[config.mk]
export PLATFORM = sky130hd
export DESIGN_NAME = sd_response_sequencer
export DESIGN_NICKNAME = d
export VERILOG_FILES = /design/src/rtl/sd_response_sequencer.sv
export SDC_FILE = /design/constraint.sdc
export NUM_CORES = 1
export LEC_CHECK = 0
export CAP_MARGIN = 20
export CORE_UTILIZATION = 40
export DETAILED_ROUTE_END_ITERATION = 10
export PLACE_DENSITY_LB_ADDON = 0.08
export SYNTH_ARGS = -nofsm -noshare
export SYNTH_HDL_FRONTEND = slang
export SYNTH_SLANG_ARGS = --single-unit
[constraint.sdc]
create_clock -name clock -period 6.15 [get_ports clock]
set_clock_uncertainty 0.05 [all_clocks]
set_input_delay 0.615 -clock clock [delete_from_list [all_inputs] [get_ports clock]]
set_output_delay 0.615 -clock clock [all_outputs]
set_load 0.02 [all_outputs]
[src/rtl/sd_response_sequencer.sv]
// SD-card SPI-mode response sequencer: answers commands with R1 and,
// for CMD17, streams one data block framed by a start token and CRC16.
module sd_response_sequencer (
    input  logic        clock,
    input  logic        reset,
    input  logic        io_CommandReadFinished,
    input  logic        io_ReadSuccess,
    input  logic [5:0]  io_Command,
    input  logic [31:0] io_CommandArgument,
    input  logic        io_TxReady,
    output logic        io_TxValid,
    output logic [7:0]  io_TxByte,
    output logic        io_MemRead,
    output logic [31:0] io_MemAddr,
    input  logic [7:0]  io_MemData,
    output logic [31:0] io_DataBlockSize,
    output logic        io_Busy
);

    typedef enum logic [3:0] {
        IDLE, NCR, R1, GAP, TOKEN, FETCH, DATA, CRCH, CRCL
    } state_t;

    state_t      state;
    logic [5:0]  cmd;
    logic [31:0] arg;
    logic        success;
    logic        idle_flag;
    logic        app_flag;
    logic [31:0] count;
    logic [15:0] crc;

    logic        xfer;
    logic [31:0] count_nx;
    logic [15:0] crc_nx;
    logic        param_err;
    logic        crc_err;
    logic        illegal;
    logic        idle_nx;
    logic        app_nx;
    logic [31:0] size_nx;
    logic [7:0]  r1_byte;

    function automatic logic [15:0] crc16(input logic [15:0] c, input logic [7:0] d);
        logic [15:0] r;
        r = c;
        for (int i = 7; i >= 0; i--) begin
            if (r[15] ^ d[i]) r = {r[14:0], 1'b0} ^ 16'h1021;
            else              r = {r[14:0], 1'b0};
        end
        return r;
    endfunction

    assign xfer     = io_TxValid && io_TxReady;
    assign count_nx = count + 32'd1;
    assign crc_nx   = crc16(crc, io_TxByte);
    assign io_Busy  = (state != IDLE);

    // Decode the latched command; earlier branches take priority.
    always_comb begin
        param_err = 1'b0;
        crc_err   = 1'b0;
        illegal   = 1'b0;
        idle_nx   = idle_flag;
        app_nx    = 1'b0;
        size_nx   = io_DataBlockSize;
        if (!success) begin
            crc_err = 1'b1;
        end else if (cmd == 6'd0) begin
            idle_nx = 1'b1;
        end else if (cmd == 6'd55) begin
            app_nx = 1'b1;
        end else if (cmd == 6'd41 && app_flag) begin
            idle_nx = 1'b0;
        end else if (cmd == 6'd16) begin
            if (arg >= 32'd1 && arg <= 32'd512) size_nx = arg;
            else param_err = 1'b1;
        end else if (cmd == 6'd17) begin
            illegal = idle_flag;
        end else begin
            illegal = 1'b1;
        end
        r1_byte = {1'b0, param_err, 2'b00, crc_err, illegal, 1'b0, idle_nx};
    end

    always_ff @(posedge clock) begin
        if (reset) begin
            state            <= IDLE;
            cmd              <= 6'd0;
            arg              <= 32'd0;
            success          <= 1'b0;
            idle_flag        <= 1'b1;
            app_flag         <= 1'b0;
            count            <= 32'd0;
            crc              <= 16'd0;
            io_TxValid       <= 1'b0;
            io_TxByte        <= 8'hFF;
            io_MemRead       <= 1'b0;
            io_MemAddr       <= 32'd0;
            io_DataBlockSize <= 32'd512;
        end else begin
            io_MemRead <= 1'b0;
            unique case (state)
                IDLE: if (io_CommandReadFinished) begin
                    cmd        <= io_Command;
                    arg        <= io_CommandArgument;
                    success    <= io_ReadSuccess;
                    count      <= 32'd0;
                    crc        <= 16'd0;
                    state      <= NCR;
                    io_TxValid <= 1'b1;
                    io_TxByte  <= 8'hFF;
                end
                NCR: if (xfer) begin
                    state            <= R1;
                    io_TxByte        <= r1_byte;
                    idle_flag        <= idle_nx;
                    app_flag         <= app_nx;
                    io_DataBlockSize <= size_nx;
                end
                R1: if (xfer) begin
                    io_TxByte <= 8'hFF;
                    if (cmd == 6'd17 && io_TxByte == 8'h00) begin
                        state <= GAP;
                    end else begin
                        state      <= IDLE;
                        io_TxValid <= 1'b0;
                    end
                end
                GAP: if (xfer) begin
                    state     <= TOKEN;
                    io_TxByte <= 8'hFE;
                end
                TOKEN: if (xfer) begin
                    state      <= FETCH;
                    io_TxValid <= 1'b0;
                    io_MemRead <= 1'b1;
                    io_MemAddr <= arg + count;
                end
                FETCH: state <= DATA;
                DATA: begin
                    // First DATA cycle only captures the memory byte.
                    if (!io_TxValid) begin
                        io_TxByte  <= io_MemData;
                        io_TxValid <= 1'b1;
                    end else if (xfer) begin
                        count <= count_nx;
                        crc   <= crc_nx;
                        if (count_nx < io_DataBlockSize) begin
                            state      <= FETCH;
                            io_TxValid <= 1'b0;
                            io_MemRead <= 1'b1;
                            io_MemAddr <= arg + count_nx;
                        end else begin
                            state     <= CRCH;
                            io_TxByte <= crc_nx[15:8];
                        end
                    end
                end
                CRCH: if (xfer) begin
                    state     <= CRCL;
                    io_TxByte <= crc[7:0];
                end
                CRCL: if (xfer) begin
                    state      <= IDLE;
                    io_TxValid <= 1'b0;
                    io_TxByte  <= 8'hFF;
                end
                default: state <= IDLE;
            endcase
        end
    end

endmodule

Yosys cells after proc, flatten, opt, wreduce, memory -nomap -nowiden

Cells that the tools add are included.

Bits in registers: 167
Input bits: 51
Output and inout port bits: 75
Logic and storage cells: 162

Add/subtract/negate cells: 3
Magnitude comparators: 3
Equal/unequal tests: 27
Mux-type cells: 75
Bitwise operators: 19
Reductions and logical operators: 22

Operators by type and width:

| kind                    | count |
|---|---|
| $mux W32                | 7 |
| $pmux W32 S2            | 2 |
| $mux W13                | 8 |
| $add A32 B32 Y32        | 2 |
| $mux W8                 | 8 |
| $mux W16                | 3 |
| $pmux W8 S6             | 1 |
| $mux W4                 | 9 |
| $pmux W4 S9             | 1 |
| $add A32 B1 Y32 const B | 1 |
| $ge A32 B1 Y1 const B   | 1 |
| $le A32 B10 Y1 const B  | 1 |
| $lt A32 B32 Y1          | 1 |
| $pmux W16 S2            | 1 |
| $mux W1                 | 31 |
| $not A3 Y3              | 8 |
| $ne A2 B2 Y1 const B    | 11 |
| $eq A4 B3 Y1 const B    | 4 |
| $reduce_and A8 Y1       | 2 |
| $eq A6 B5 Y1 const B    | 2 |
| $eq A6 B6 Y1 const B    | 2 |
| $reduce_and A5 Y1       | 2 |
| $reduce_and A9 Y1       | 1 |
| $eq A4 B2 Y1 const B    | 2 |
| other kinds (19)        | 38 |

Depth between registers and ports, before layout

Gate-level depths: netlist of run 1.

Depth in word-level cells: 20
Depth in mapped cells: 19
Mapped depth without buffers: 16

Least setup slack after synthesis of run 1

Ideal clock, no wire load.

Path type: register to register
Start point: reg state[2]
End point: reg io_MemAddr[29]
Library setup time: 0.117 ns
Arrival: 3.726 ns
Slack: 2.257 ns
Cell stages (with the launch flop): 18
Path buffers: 4
Period minus slack after synthesis: 3.893 ns
Cells stage by stage: dfxtp_1 buf_6 nand2_1 or3_1 buf_2 inv_2 buf_2 buf_1 nand4_1 xnor2_1 ha_1 and3_4 and4_1 o2111ai_2 o311ai_1 o2111a_1 or4_1 a32o_1

Longest elaborated chain between the ends: 3

Ends and longest elaborated chain:

| element                                                                    | line | RTL |
|---|---|---|
| start: declaration                                                         | 24   | `state_t state;` |
| start signal: assignment                                                   | 88   | `state <= IDLE;` |
| start signal: assignment                                                   | 110  | `state <= NCR;` |
| start signal: assignment                                                   | 115  | `state <= R1;` |
| $eq A4 B3 Y1                                                               | 103  | `unique case (state)` |
| $ne A2 B2 Y1 (no source line) / $reduce_bool A2 Y1 (equally long branches) | n/a  |  |
| $reduce_and A5 Y1 (no source line)                                         | n/a  |  |
| end signal: assignment                                                     | 138  | `io_MemAddr <= arg + count;` |
| end signal: assignment                                                     | 153  | `io_MemAddr <= arg + count_nx;` |
| end: declaration                                                           | 14   | `output logic [31:0] io_MemAddr,` |

Several ways; a longest one is shown, not always the timed one.
A chain may end at the register's enable or synchronous reset.

Final worst setup path of run 1

Start point: reg state[1]
End point: reg io_MemAddr[28]

Same word-level chain as after synthesis.

==> results of run 1 <==
cell families after synthesis:
kind of cell / Yosys count
adder cells (fa/ha/maj): 65
AND/OR/NAND/NOR: 541
buffers and inverters: 126
XOR/XNOR: 101
multiplexers: 23
AO/OA/AOI/OAI: 326
flip-flops: 167
stage by stage:
stage | std cells | hold WS [ns] | util [%]
4_1_cts | 1765 | 0.405 | 49.0
3_5_place_dp | 1733 | 0.395 | 46.6
6_report | 1765 | 0.403 | 49.0
5_1_grt | 1765 | 0.416 | 49.0
2_1_floorplan | 1349 | 0.403 | -
3_3_place_gp | 1733 | 0.390 | 46.6
power by group:
group | total, uW | internal, uW | switching (uW)
combinational | 782 | 298 | 485
clock | 1120 | 585 | 532
sequential | 1250 | 1150 | 103
total | 3150 | 2030 | 1120
registers in the layout, indices dropped and copies added, names as in the netlist:
register,cells
io_TxByte,8
success,1
idle_flag,1
io_MemAddr,32
cmd,6
count,32
app_flag,1
arg,32
io_MemRead,1
io_DataBlockSize,32
io_TxValid,1
crc,16
state,4
layer usage:
layer	share of wire, %	vias up	global-route usage [%]
met3	4.2	30	2.46
met2	44	227	35.6
met1	50	4475	34.5
met4	1.6	0	6.41
li1	-	4894	-
met5	0	-	0
path summary, 6_finish.rpt:
check                        end  cells after the start
hold / removal     io_MemAddr[7]                      2
setup reg to reg  io_MemAddr[28]                     15
hold reg to reg    io_MemAddr[7]                      2
setup / recovery  io_MemAddr[28]                     15
area by class of cell:
| cell class | count | area (um2) | area share [%] |
|---|---|---|---|
| clock buffer | 17 | 425 | 3.43 |
| clock inverter | 15 | 181 | 1.46 |
| sequential | 167 | 3340 | 26.9 |
| inverter | 45 | 171 | 1.38 |
| timing repair buffer | 135 | 1320 | 10.7 |
| tap | 330 | 413 | 3.33 |
| multi-input combinational | 1056 | 6560 | 52.8 |
critical path: cells and delay by family (launching register included):
family	cells	cell delay, ns
flops	1	0.58
buf+inv	3	0.75
fa+ha+maj	3	0.81
simple gates	3	0.99
compound gates	6	1.54
cell usage in the layout (no fill, tap or decap), types with 43 or more instances in the layout:
| cell | instances |
|---|---|
| nand2_1 | 212 |
| dfxtp_1 | 167 |
| a21oi_1 | 150 |
| clkdlybuf4s50_1 | 124 |
| nor2_1 | 103 |
| xnor2_1 | 66 |
| ha_1 | 64 |
| o21ai_0 | 58 |
| nand3_1 | 52 |
| inv_1 | 43 |
==> summary.md, run 1 <==
| Metric | Value |
|---|---|
| Final Hold Viols | 0 |
| Core Region | 25,300 um2 |
| Final Cycle Share | 78.0% |
| Mux cell area share after synthesis | 2.21% |
| Clk slew on worst S/H paths | 0.07 ns |
| Crit path from | state[1] |
| Pre-CTS WS | 1.39 ns |
| Final antenna-violating net count | 0 |
| Resize count post-CTS | 0 |
| Combinational family with the most area after synthesis | simple AND/OR/NAND/NOR gates |
| GRT Resource Usage Total | 23.4% |
| Max Buffers Root-to-Sink | 2 |
| Setup TNS | 0 ns |
| Routed vias/inst | 5.45 |
| Worst path arrival time | 5.12 ns |
| Post-Synthesis Cells | 1,349 |
| DR vias | 9,626 |
| Reg2Reg Launch Point | state[1] |
| Vias in the first global route | 8,998 |
| Crit Path Class | register to register |
| Compound-Gate Fraction of Synth Area | 19.2% |
| Xor and xnor area share after synthesis | 8.49% |
| Ys async rst share | 0% |
| Initial Util | 41.1% |
| Adder-Cell Fraction of Synth Area | 7.88% |
| Clock tree from TritonCTS | built |
| Unrepaired setup endpoints after global routing | no |
| First drt pass iteration count | 5 |
| Worst-path cell chain | nand2_1, or3_1, buf_4, inv_2, ha_1, inv_1, ha_1, fa_1, a21oi_1, o21ai_1, nand4_2, a31oi_4, o211ai_1, a2111oi_0, a311o_1 |
| Cell leakage power | 0.00490 uW |
| Synth top cells by count | 213 x nand2_1, 167 x dfxtp_1, 150 x a21oi_1, 104 x nor2_1, 66 x xnor2_1 |
| Worst-Margin Slew | 1.03 ns |
| Pwr dens | 254 nW/um2 |
| Area post-placement | 11,800 um2 |
| Final Instance Area | 12,400 um2 |
| Cts bufs inserted | 17 |
| Gr ovfl total | 0 |
| F_max | 0.209 GHz |
| Top cell by count, worst path | ha_1 |
| Syn Nets | 1,465 |
| Post-synth cell types | 80 |
| Area contributors post-synth | dfxtp_1 32%, ha_1 7.7%, nand2_1 7.7% |
| Req. time, crit path | 6.48 ns |
| Max IR drop VDD | 0.000159 V |
| Die Y | 163 um |
| Fill count | 2,565 |
| Clock sinks | 167 |
| Hpwl dp | 22,200 um |
| Yosys reg bits | 167 |
| Fin nets | 1,538 |
| Final Max Slew Viols | 0 |
| Crit Path Max Fanout | 29 |
| GP Congestion | 0.895 |
| Area Growth Syn to Fin | 19.2% |
| Ant diodes | 0 |
| Final min period | 4.79 ns |
| Top-count cell post-synth | nand2_1 |
| Worst Setup End Kind | register |
| 1st-iter DRT viols | 583 |
| Clk_lat worst skew | 0.43 ns |
| Dominant synthesized flop cell | dfxtp_1 |
| Share of cells above drive strength 1 | 5.09% |
| Routed len/inst | 17.3 um |
| Largest net degree at the start of global routing | 88 |
| Root Buffer | clkbuf_16 |
| I/O Buffers | 125 |
| Final setup vio count | 0 |
| Setup bufs post-CTS | 0 |
| Ys Warns | 0 |
| Die Span X | 163 um |
| First-pass GRT wire length | 49,200 um |
| H-tree levels | 4 |
| Post-Synth Simple-Gate Area | 25.0% |
| Worst Hold Class | register to register |
| CP Launch Type | register |
| Max-cap violation count | 0 |
| Top-area cell type share of the netlist area | 32.1% |
| Syn Std Cell Area | 10,400 um2 |
| Final Worst Setup Slack | 1.36 ns |
| CP peak stage delay | 0.58 ns |
| Drt drc | 0 |
| Die ar. | 26,700 um2 |
| Critical-path top delay cell | dfxtp_1 |
| Cell taking the most area after synthesis | dfxtp_1 |
| Status | finished, final reports clean |
| Seq/Total Area, Yosys | 32.1% |
| Power Total | 3150 uW |
| Synthesized area per cell | 7.72 um2 |
| Reg2reg setup slack | 1.36 ns |
| Hold-fix buffers, CTS | 0 |
| Number of synthesized flops with an enable pin | 0 |
| Row count | 58 |
| # IOs | 126 |
| HP Start | io_MemAddr[7] |
| Headroom to the max-slew limit | 31.6% |
| Total Wirelength | 30,500 um |
| Antenna violations before repair | 0 |
Note: power is estimated with default switching activity, not from simulation.
==> run 2, diff against run 1 <==
- clock period: 6.15 -> 4.9 ns (I/O delays scaled with it)
==> summary.md, run 2 (same netlist as run 1, synthesis figures left out) <==
| Metric | Value |
|---|---|
| Max IR drop VDD | 0.000234 V |
| Final Max Slew Viols | 0 |
| GP Congestion | 0.893 |
| Worst-Margin Slew | 0.955 ns |
| Fill count | 2,518 |
| First drt pass iteration count | 5 |
| Worst Setup End Kind | register |
| Ant diodes | 0 |
| CP Launch Type | register |
| Resize count post-CTS | 0 |
| CP peak stage delay | 0.44 ns |
| Share of cells above drive strength 1 | 5.81% |
| Top cell by count, worst path | ha_1 |
| Hold-fix buffers, CTS | 0 |
| I/O Buffers | 125 |
| Clock share of power | 34.3% |
| Unrepaired setup endpoints after global routing | no |
| Sequential share of power | 40.1% |
| Utilization after layout | 49.3% |
| Area Growth Syn to Fin | 19.8% |
| Final Cycle Share | 92.7% |
| Final min period | 4.54 ns |
| H-tree levels | 4 |
| # IOs | 126 |
| First-pass GRT wire length | 49,000 um |
| Final setup vio count | 0 |
| Clk_lat worst skew | 0.44 ns |
| Combinational Power Share | 25.7% |
| Critical-path top delay cell | dfxtp_1 |
| Routed len/inst | 17.2 um |
| Die Y | 163 um |
| Die ar. | 26,700 um2 |
| Psw | 1400 uW |
| Largest net degree at the start of global routing | 79 |
| GRT Resource Usage Total | 23.2% |
| Worst path top cell family by delay | simple AND/OR/NAND/NOR gates |
| Pre-CTS WS | 0.365 ns |
| Cts bufs inserted | 17 |
| Final Hold Viols | 0 |
| DR vias | 9,742 |
| Hpwl dp | 22,400 um |
| Final antenna-violating net count | 0 |
| Setup TNS | 0 ns |
| Initial Util | 41.1% |
| Die Span X | 163 um |
| F_max | 0.220 GHz |
| Max-cap violation count | 0 |
| Gr ovfl total | 0 |
| Worst Hold Class | register to register |
| Pwr dens | 313 nW/um2 |
| R2R cell count | 15 |
| Critical path depth | 15 |
| Cell leakage power | 0.00495 uW |
| Drt drc | 0 |
| Max Buffers Root-to-Sink | 2 |
| Vias in the first global route | 9,099 |
| Setup bufs post-CTS | 0 |
| Worst path arrival time | 4.81 ns |
| Clk slew on worst S/H paths | 0.07 ns |
| Root Buffer | clkbuf_16 |
| Routed vias/inst | 5.48 |
| Crit Path Max Fanout | 31 |
| Antenna violations before repair | 0 |
| Clock sinks | 167 |
| Internal power | 2510 uW |
| Total Wirelength | 30,600 um |
| Req. time, crit path | 5.17 ns |
| Commonest non-fill, non-tap cell in the layout | nand2_1 |
| Fin nets | 1,550 |
| 1st-iter DRT viols | 550 |
| Most frequent cells in the layout | 213 x nand2_1, 167 x dfxtp_1, 150 x a21oi_1 |
| Row count | 58 |
| Switching Share | 35.8% |
| Crit Path Class | register to register |
| Worst path bufs/invs | 0 |
| Fin cells | 1,777 |
| Headroom to the max-slew limit | 36.3% |
| Worst hold path depth | 2 |
| Final Worst Setup Slack | 0.358 ns |
| Clock tree from TritonCTS | built |
| Core Region | 25,300 um2 |
| Status | finished, final reports clean |
| Cells after DPL | 1,745 |
| Worst-path cell chain | ha_1, nand4_4, nor3_4, and3_1, and4_1, nand2_2, xnor2_1, ha_1, nand4_1, or2_1, a2111o_1, a31oi_2, or3_4, a2111oi_0, a311o_1 |
| WHS | 0.404 ns |
-- run 2: final cells by class --
type / instances / area, um2 / share of cell area [%]
Clock buffer: 17 / 425 / 3.41
Clock inverter: 15 / 153 / 1.22
Inverter: 45 / 171 / 1.37
Multi-Input combinational cell: 1056 / 6560 / 52.5
Sequential cell: 167 / 3340 / 26.8
Tap cell: 330 / 413 / 3.31
Timing Repair Buffer: 147 / 1410 / 11.3
-- run 2: path summary, 6_finish.rpt --
| check | from | to | slack [ns] |
|---|---|---|---|
| max | count[0] | io_MemAddr[28] | 0.36 |
| min | io_MemAddr[12] | io_MemAddr[12] | 0.40 |
| max reg2reg | count[0] | io_MemAddr[28] | 0.36 |
| min reg2reg | io_MemAddr[12] | io_MemAddr[12] | 0.40 |
-- run 2: worst min-delay path, delay by kind of cell, from the launching register on --
kind             cells  cell delay [ns]
flip-flops           1             0.31
AND/OR/NAND/NOR      1             0.05
AO/OA/AOI/OAI        1             0.05
-- run 2: layer usage --
| layer | global-route usage, % | routed length [um] | up-vias |
|---|---|---|---|
| met5 | 0 | 0 | - |
| met4 | 6.63 | 418 | 0 |
| li1 | - | - | 4930 |
| met1 | 33.5 | 15300 | 4531 |
| met2 | 35.8 | 13500 | 255 |
| met3 | 3.05 | 1380 | 26 |
-- run 2: stage by stage --
step	area [um2]	power (uW)
6_report	12500	3900
5_1_grt	12500	4110
4_1_cts	12500	3930
3_5_place_dp	11900	2590
3_3_place_gp	11900	2590
2_1_floorplan	10400	2250
-- run 2: power groups by stage --
stage / sequential (uW) / clock (uW) / combinational (uW)
floorplan: 1560 / 0 / 690
global placement: 1590 / 0 / 997
detailed placement: 1590 / 0 / 995
CTS: 1560 / 1370 / 1000
global route: 1580 / 1430 / 1100
finish: 1560 / 1340 / 1000
